File: config.mk
export PLATFORM = sky130hd
export DESIGN_NAME = wb_cmd_master
export DESIGN_NICKNAME = d
export VERILOG_FILES = /design/src/rtl/wb_cmd_master.sv
export SDC_FILE = /design/constraint.sdc
export NUM_CORES = 1
export LEC_CHECK = 0
export CAP_MARGIN = 20
export CORE_ASPECT_RATIO = 1.4
export CORE_MARGIN = 1
export CORE_UTILIZATION = 43
export DETAILED_ROUTE_END_ITERATION = 12
export HOLD_SLACK_MARGIN = 0.1
export PLACE_DENSITY = 0.77
export SETUP_SLACK_MARGIN = 0.3
export SLEW_MARGIN = 40
export SYNTH_ARGS = -nofsm -noshare
export SYNTH_HDL_FRONTEND = slang
export SYNTH_SLANG_ARGS = --single-unit
File: constraint.sdc
create_clock -name wbm_clk_i -period 2.61 [get_ports wbm_clk_i]
set_input_delay 0.261 -clock wbm_clk_i [delete_from_list [all_inputs] [get_ports wbm_clk_i]]
set_output_delay 0.261 -clock wbm_clk_i [all_outputs]
set_load 0.1 [all_outputs]
File: src/rtl/wb_cmd_master.sv
// Wishbone classic initiator: one fabric command becomes one full bus cycle
// (strobe, wait for ack, release, wait for ack to drop). Each bus phase has a
// bounded timeout. The response is registered and carries an error flag. The
// responder interrupt line is latched into a sticky pending flag.
module wb_cmd_master #(
  parameter int unsigned DATA_WIDTH = 32,
  parameter int unsigned ADDR_WIDTH = 32,
  parameter int unsigned TIMEOUT    = 255
) (
  input  logic                    wbm_clk_i,
  input  logic                    wbm_rst_n_i,
  // Fabric command channel
  input  logic                    cmd_valid,
  output logic                    cmd_ready,
  input  logic                    cmd_we,
  input  logic [ADDR_WIDTH-1:0]   cmd_adr,
  input  logic [DATA_WIDTH-1:0]   cmd_dat,
  input  logic [DATA_WIDTH/8-1:0] cmd_sel,
  // Fabric response channel
  output logic                    rsp_valid,
  input  logic                    rsp_ready,
  output logic [DATA_WIDTH-1:0]   rsp_dat,
  output logic                    rsp_err,
  // Interrupt
  output logic                    irq_pending,
  input  logic                    irq_clr,
  // Wishbone initiator port
  output logic                    wbm_cyc_o,
  output logic                    wbm_stb_o,
  output logic                    wbm_we_o,
  output logic [ADDR_WIDTH-1:0]   wbm_adr_o,
  output logic [DATA_WIDTH-1:0]   wbm_dat_o,
  output logic [DATA_WIDTH/8-1:0] wbm_sel_o,
  input  logic [DATA_WIDTH-1:0]   wbm_dat_i,
  input  logic                    wbm_ack_i,
  input  logic                    wbm_int_i
);

  localparam int unsigned SelW = DATA_WIDTH / 8;
  // Last count value of a bus phase; reaching it with no progress aborts the phase.
  localparam logic [15:0] TcntLast = 16'(TIMEOUT - 1);

  typedef enum logic [1:0] {
    StIdle,
    StBus,
    StRelease,
    StResp
  } state_e;

  state_e                state_q, state_d;
  logic [15:0]           tcnt_q, tcnt_d;
  logic                  cyc_q, cyc_d;
  logic                  we_q, we_d;
  logic [ADDR_WIDTH-1:0] adr_q, adr_d;
  logic [DATA_WIDTH-1:0] dat_q, dat_d;
  logic [SelW-1:0]       sel_q, sel_d;
  logic                  rsp_valid_q, rsp_valid_d;
  logic [DATA_WIDTH-1:0] rsp_dat_q, rsp_dat_d;
  logic                  rsp_err_q, rsp_err_d;
  logic                  irq_q, irq_d;
  logic                  tcnt_done;

  assign tcnt_done = (tcnt_q == TcntLast);

  // State register and all datapath registers; reset is immediate.
  always_ff @(posedge wbm_clk_i or negedge wbm_rst_n_i) begin
    if (!wbm_rst_n_i) begin
      state_q     <= StIdle;
      tcnt_q      <= '0;
      cyc_q       <= 1'b0;
      we_q        <= 1'b0;
      adr_q       <= '0;
      dat_q       <= '0;
      sel_q       <= '0;
      rsp_valid_q <= 1'b0;
      rsp_dat_q   <= '0;
      rsp_err_q   <= 1'b0;
      irq_q       <= 1'b0;
    end else begin
      state_q     <= state_d;
      tcnt_q      <= tcnt_d;
      cyc_q       <= cyc_d;
      we_q        <= we_d;
      adr_q       <= adr_d;
      dat_q       <= dat_d;
      sel_q       <= sel_d;
      rsp_valid_q <= rsp_valid_d;
      rsp_dat_q   <= rsp_dat_d;
      rsp_err_q   <= rsp_err_d;
      irq_q       <= irq_d;
    end
  end

  // Next-state and datapath updates for the command/bus/response sequence.
  always_comb begin
    state_d     = state_q;
    tcnt_d      = tcnt_q;
    cyc_d       = cyc_q;
    we_d        = we_q;
    adr_d       = adr_q;
    dat_d       = dat_q;
    sel_d       = sel_q;
    rsp_valid_d = rsp_valid_q;
    rsp_dat_d   = rsp_dat_q;
    rsp_err_d   = rsp_err_q;

    unique case (state_q)
      StIdle: begin
        if (cmd_valid) begin
          we_d    = cmd_we;
          adr_d   = cmd_adr;
          dat_d   = cmd_dat;
          sel_d   = cmd_sel;
          cyc_d   = 1'b1;
          tcnt_d  = '0;
          state_d = StBus;
        end
      end
      StBus: begin
        if (wbm_ack_i) begin
          rsp_dat_d = we_q ? '0 : wbm_dat_i;
          rsp_err_d = 1'b0;
          cyc_d     = 1'b0;
          tcnt_d    = '0;
          state_d   = StRelease;
        end else if (tcnt_done) begin
          rsp_dat_d = '0;
          rsp_err_d = 1'b1;
          cyc_d     = 1'b0;
          tcnt_d    = '0;
          state_d   = StRelease;
        end else begin
          tcnt_d = tcnt_q + 16'd1;
        end
      end
      StRelease: begin
        // Responders may hold ack until they see stb fall; wait for it to drop.
        if (!wbm_ack_i) begin
          rsp_valid_d = 1'b1;
          state_d     = StResp;
        end else if (tcnt_done) begin
          rsp_err_d   = 1'b1;
          rsp_valid_d = 1'b1;
          state_d     = StResp;
        end else begin
          tcnt_d = tcnt_q + 16'd1;
        end
      end
      StResp: begin
        if (rsp_ready) begin
          rsp_valid_d = 1'b0;
          state_d     = StIdle;
        end
      end
      default: begin
        state_d = StIdle;
      end
    endcase
  end

  // Sticky interrupt flag; a set on the same edge as a clear wins.
  always_comb begin
    irq_d = irq_q;
    if (wbm_int_i) begin
      irq_d = 1'b1;
    end else if (irq_clr) begin
      irq_d = 1'b0;
    end
  end

  assign cmd_ready   = (state_q == StIdle);
  assign rsp_valid   = rsp_valid_q;
  assign rsp_dat     = rsp_dat_q;
  assign rsp_err     = rsp_err_q;
  assign irq_pending = irq_q;
  assign wbm_cyc_o   = cyc_q;
  assign wbm_stb_o   = cyc_q;
  assign wbm_we_o    = we_q;
  assign wbm_adr_o   = adr_q;
  assign wbm_dat_o   = dat_q;
  assign wbm_sel_o   = sel_q;

endmodule
==> results of run 1 <==
[registers in the layout (all words and copies together) (netlist names), 2 cells and up]
signal and cells:
rsp_dat 32, wbm_adr_o 32, wbm_dat_o 32, tcnt_q 16, wbm_sel_o 4, state_q 2
[path summary, 6_finish.rpt]
check / cells past startpoint / slack (ns) / startpoint / end
hold / removal: 3 / 0.39 / wbm_dat_i[22] / rsp_dat[22]$_DFFE_PN0P_
setup reg to reg: 7 / 0.36 / state_q[0]$_DFFE_PN0P_ / tcnt_q[15]$_DFFE_PN0P_
setup / recovery: 7 / 0.36 / state_q[0]$_DFFE_PN0P_ / tcnt_q[15]$_DFFE_PN0P_
min in group asynchronous: 2 / 0.40 / wbm_rst_n_i / rsp_err$_DFFE_PN0P_
max in group asynchronous: 3 / 1.41 / wbm_rst_n_i / rsp_dat[31]$_DFFE_PN0P_
hold reg to reg: 2 / 0.48 / rsp_dat[4]$_DFFE_PN0P_ / rsp_dat[4]$_DFFE_PN0P_
[through the flow]
step	cell area, sq um	util (%)
after floorplan	5167	-
after global placement	7239	61.55
after detailed placement	7243	61.59
after CTS	7926	67.39
after global routing	7945	67.55
final	7945	67.55
[Yosys cell counts (all sizes together), types with 4 or more instances]
cell	n	area, sq um
nand4	6	37.54
mux2	69	777.0
clkbuf	11	41.29
dfrtp	123	3078
buf	13	67.56
nand3	20	100.1
nor2	4	15.01
ha	7	87.58
nand2	87	329.1
nor2b	4	25.02
o311ai	7	61.31
o21ai	40	204.0
inv	7	26.28
a21oi	9	45.04
[area by class of cell]
| cell class | instances | area [sq um] |
|---|---|---|
| Fill cell | 889 | 3816 |
| Sequential cell | 123 | 3079 |
| Timing Repair Buffer | 229 | 2032 |
| Multi-Input combinational cell | 282 | 1991 |
| Clock buffer | 18 | 439.2 |
| Clock inverter | 14 | 193.9 |
| Tap cell | 147 | 183.9 |
| Inverter | 7 | 26.28 |
[tightest hold or removal path, delay by kind of cell]
kind / cells / cell delay (ns)
AND/OR/NAND/NOR: 1 / 0.06
buffers and inverters: 1 / 0.40
AO/OA/AOI/OAI: 1 / 0.05
[per-layer routing]
metal	GRT usage (%)	wire length (um)	share of wire [%]	vias up
li1	-	-	-	1972
met2	39.93	7197	53	155
met1	24.04	5109	38	1980
met3	6.481	855	6.3	24
met4	8.586	319	2.4	0
met5	0	0	0	-
[cell families (layout without fill, tap and decap cells)]
group,Yosys count,count (layout),synth area share [%]
fa+ha+maj,7,7,1.696
flops,123,123,59.59
mux,72,72,15.63
buf+inv,31,268,2.616
compound gates,65,65,7.970
simple gates,138,138,12.50
[what timing repair did]
item	in CTS	in global routing
hold buffers	1	0
gates resized for setup	6	3
pin swaps	1	2
endpoints found under the hold margin	44	0
gates cloned	0	0
buffers inserted	3	1
endpoints found under the setup margin	10	43
==> metrics.md, run 1 <==
| Metric | Value |
|---|---|
| Endpoint class of the critical path | `register` |
| Worst path required time | `2.95 ns` |
| Worst-path fanout max | `3` |
| Vias in the first global route | `4109` |
| Setup Skew | `0.007547 ns` |
| Initial DRC count | `150` |
| Gr usage total | `between 20 and 25%` |
| Final Net Count | `775` |
| DR WL/cell | `16.44 um` |
| Residual DRC | `0` |
| Slowest cell delay on critical path | `0.50 ns` |
| Hold Vio Cnt, Final | `0` |
| Vias | `roughly 4100` |
| PnR worst setup slack | `0.3614 ns` |
| Worst Path Buf+Inv | `1` |
| Rows | `between 40 and 50` |
| Area of the core | `11760 sq um` |
| IO buf count | `214` |
| Initial antenna violation count | `0` |
| Worst-margin pin slew | `between 0.6 and 0.7 ns` |
| Hold WS | `0.3940 ns` |
| Syn nets | `551` |
| WL final | `13480 um` |
| Longest Clk Path Bufs | `2` |
| Commonest non-fill, non-tap cell in the layout | `dfrtp_1` |
| Final worst path period share | `86.15%` |
| HP Class | `in2reg` |
| CTS tree | `done` |
| Grt ovf | `0` |
| TritonCTS Buffers | `17` |
| Antenna cell count | `0` |
| Synthesized flop and latch total | `~120` |
| Critical path arrival | `2.58 ns` |
| Clock-pin slew on the worst setup and hold paths | `0.06 ns` |
| Cell family with the largest share of critical-path delay | `simple AND/OR/NAND/NOR gates` |
| Most frequent cells in the layout | `dfrtp_1 (122), buf_4 (117), clkdlybuf4s50_1 (106), nand2_1 (85), mux2_2 (69)` |
| Status | `finished, final reports clean` |
| Seq/Total Area, Yosys | `59.59%` |
| Post-synthesis async set-or-reset flop share | `100.0%` |
| Max-slew headroom | `59.19%` |
| Layout cells sized above 1 | `35.36%` |
| Clock sinks | `about 120` |
| Placed insts | `783` |
| Number of enable flip-flop cells after synthesis | `0` |
| Die Wd | `94.63 um` |
| Critical path's slowest cell | `or4_1` |
| Pin count of the biggest net entering global routing | `65` |
| Gate count of the mapped netlist | `436` |
| Htree depth | `4` |
| Final slew viol count | `0` |
| Via density | `5.038` |
| Worst skew pair latency | `between 0.4 and 0.5 ns` |
| Max Cap Viol | `0` |
| Synth cell types | `42` |
| RSZ-0062 raised after global routing | `true` |
| Die ar. | `12460 sq um` |
| Startpoint types | `register` |
| Minimum clock period | `around 2.2 ns` |
| Iteration count of the initial detailed-routing pass | `4` |
| Die height | `131.7 um` |
| Initial core utilization | `43.91%` |
| Cell Area, Synth | `5165 sq um` |
| DPL Wire Length | `between 9000 and 10000 um` |
| Max Freq | `444.7 MHz` |
| Synth-to-Final Area Change | `53.83%` |
| Non-Filler Instances | `820` |
| # setup viols final | `0` |
| First-pass GRT wire length | `approximately 21000 um` |
| Cell Chain, Critical Path | `inv_1 -> ha_1 -> or3b_4 -> a2111oi_4 -> nand2_2 -> or4_1 -> nand3_1` |
| Clock root cell | `clkbuf_16` |
| Setup CP Type | `reg2reg` |
| Yosys Warn Count | `0` |
| Antenna-violating nets left | `0` |
| TNS Setup | `0 ns` |
| IO Pins | `around 220` |
| Gpl congestion | `0.8188` |
| Synth Area per Inst | `11.85 sq um` |
| Main synth FF type | `dfrtp_1` |
| Post-Place Setup Slack | `0.1629 ns` |
Power of run 1 is not shown: default switching activity piles up to over one toggle a cycle in this logic, so the estimate is an artifact.
==> run 2: changes to the inputs <==
--- a/config.mk
+++ b/config.mk
@@ -9,8 +9,9 @@
 export CORE_ASPECT_RATIO = 1.4
 export CORE_MARGIN = 1
-export CORE_UTILIZATION = 43
+export CORE_UTILIZATION = 44
+export CTS_BUF_LIST = sky130_fd_sc_hd__clkbuf_8
 export DETAILED_ROUTE_END_ITERATION = 12
 export HOLD_SLACK_MARGIN = 0.1
-export PLACE_DENSITY = 0.77
+export PLACE_DENSITY = 0.79
 export SETUP_SLACK_MARGIN = 0.3
 export SLEW_MARGIN = 40
==> constraint.sdc (replaced) <==
create_clock -name wbm_clk_i -period 2.61 [get_ports wbm_clk_i]
set_input_delay 0.522 -clock wbm_clk_i [delete_from_list [all_inputs] [get_ports wbm_clk_i]]
set_output_delay 0.522 -clock wbm_clk_i [all_outputs]
set_load 0.1 [all_outputs]
==> run 2 against run 1 <==
Non-clock buffer count did not move. Worst setup slack got worse by 0.015 ns. First-iteration DRC count up 11%. Die area fell by 2.2%. Worst hold slack got worse by 0.30 ns. Design area fell by 2.7%. Largest cell class unchanged. Cell count down 0.37%. Sequential cell count did not move. Critical endpoint unchanged. Maximum frequency down 0.66%. Highest routed layer unchanged. Via count rose by 0.73%. Critical path type unchanged. Global-route usage decreased by 0.82 points. Register-to-register slack lost 0.02 ns.
==> metrics.md, run 2 (synthesis gave the netlist of run 1 again) <==
| Metric | Value |
|---|---|
| Status | `finished, final reports clean` |
| Cell Chain, Critical Path | `inv_2 -> ha_4 -> or3b_4 -> a2111oi_4 -> nand2_2 -> or4_1 -> nand3_1` |
| First-pass GRT wire length | `19880 um` |
| Initial DRC count | `166` |
| Initial antenna violation count | `0` |
| Clock sinks | `123` |
| Layout cells sized above 1 | `about 36%` |
| Die ar. | `12180 sq um` |
| Gpl congestion | `0.8677` |
| Critical path arrival | `2.63 ns` |
| Worst skew pair latency | `0.43 ns` |
| TNS Setup | `0 ns` |
| Worst-path fanout max | `5` |
| Setup CP Type | `reg2reg` |
| # setup viols final | `0` |
| Hold Vio Cnt, Final | `0` |
| WL final | `12840 um` |
| Area of the core | `about 11000 sq um` |
| Antenna cell count | `0` |
| Die height | `130.2 um` |
| Post-layout util | `67.85%` |
| CTS Hold Bufs | `0` |
| Most frequent cells in the layout | `dfrtp_1 (121), buf_4 (120), clkdlybuf4s50_1 (106), nand2_1 (85), mux2_2 (69)` |
| Via density | `5.093` |
| Final worst path period share | `86.73%` |
| IO Pins | `215` |
| Antenna-violating nets left | `0` |
| Residual DRC | `0` |
| Max Cap Viol | `0` |
| Cell family with the largest share of critical-path delay | `simple AND/OR/NAND/NOR gates` |
| Worst-margin pin slew | `0.6005 ns` |
| Critical path's slowest cell | `or4_1` |
| CTS tree | `done` |
| Longest Clk Path Bufs | `2` |
| Area post-placement | `between 7000 and 8000 sq um` |
| RSZ-0062 raised after global routing | `true` |
| Iteration count of the initial detailed-routing pass | `4` |
| Rows | `46` |
| Minimum clock period | `2.264 ns` |
| Endpoint class of the critical path | `register` |
| Setup Skew | `0.007960 ns` |
| Max-slew headroom | `59.97%` |
| Final Net Count | `775` |
| Pin count of the biggest net entering global routing | `65` |
| Htree depth | `4` |
| Worst Path Buf+Inv | `1` |
| DPL Wire Length | `9382 um` |
| Fin area | `7732 sq um` |
| Grt ovf | `0` |
| HP Class | `in2async` |
| Hold WS | `around 0.094 ns` |
| Clock root cell | `clkbuf_8` |
| Startpoint types | `register` |
| Synth-to-Final Area Change | `49.71%` |
| Initial core utilization | `45.32%` |
| Die Wd | `93.57 um` |
| Clock-pin slew on the worst setup and hold paths | `0.07 ns` |
| Commonest non-fill, non-tap cell in the layout | `dfrtp_1` |
| Vias | `4161` |
| DR WL/cell | `15.71 um` |
| Slowest cell delay on critical path | `0.52 ns` |
| Final slew viol count | `0` |
| IO buf count | `214` |
| Max Freq | `around 440 MHz` |
| Vias in the first global route | `roughly 4200` |
| Worst path required time | `2.98 ns` |
| Gr usage total | `between 20% and 30%` |
| TritonCTS Buffers | `17` |
run 2: changes by cell type in the layout (fill, tap and decap cells not counted), sizes merged:
cell,before,now
clkinv,6,3
buf,122,123
clkbuf,18,19
clkinvlp,2,3
dlygate4sd3,1,0
inv,9,10
run 2: final cells by class:
type	instances	area, sq um
flip-flops and latches	123	3080
multi-input cells	282	1997
well taps	144	180.2
clock buffers	19	261.5
clock inverters	13	173.9
fillers	835	3664
repair buffers	229	2013
inverters	7	26.28
run 2: worst paths after layout:
path	slack [ns]	endpoint	startpoint	depth (start not counted)
setup reg to reg	0.35	tcnt_q[15]$_DFFE_PN0P_	state_q[1]$_DFFE_PN0P_	7
hold reg to reg	0.48	irq_pending$_DFFE_PN0P_	irq_pending$_DFFE_PN0P_	1
hold / removal	0.09	rsp_dat[24]$_DFFE_PN0P_	wbm_rst_n_i	1
min in group wbm_clk_i	0.48	irq_pending$_DFFE_PN0P_	irq_pending$_DFFE_PN0P_	1
max in group asynchronous	1.79	wbm_dat_o[13]$_DFFE_PN0P_	wbm_rst_n_i	2
setup / recovery	0.35	tcnt_q[15]$_DFFE_PN0P_	state_q[1]$_DFFE_PN0P_	7
run 2: layer usage:
metal / track usage (%) / vias up / routed length, um
met5: 0 / - / 0
met4: 9.683 / 0 / 408
met2: 37.54 / 177 / 6690
met3: 7.692 / 28 / 968
li1: - / 1969 / -
met1: 23.26 / 1987 / 4770
run 2: stage by stage:
| step | instances | setup slack (ns) |
|---|---|---|
| 6_report | 817 | 0.3464 |
| 3_3_place_gp | 781 | 0.1206 |
| 4_1_cts | 813 | 0.3367 |
| 3_5_place_dp | 781 | 0.1355 |
| 5_1_grt | 817 | 0.2600 |
| 2_1_floorplan | 436 | 0.3273 |
run 2: repair_timing:
action,in CTS,in global routing
cloned,0,0
buffers inserted,0,4
gates resized for setup,3,7
pin swaps,0,4
endpoints found under the setup margin,7,48
Power of run 2 is left out for the same reason.
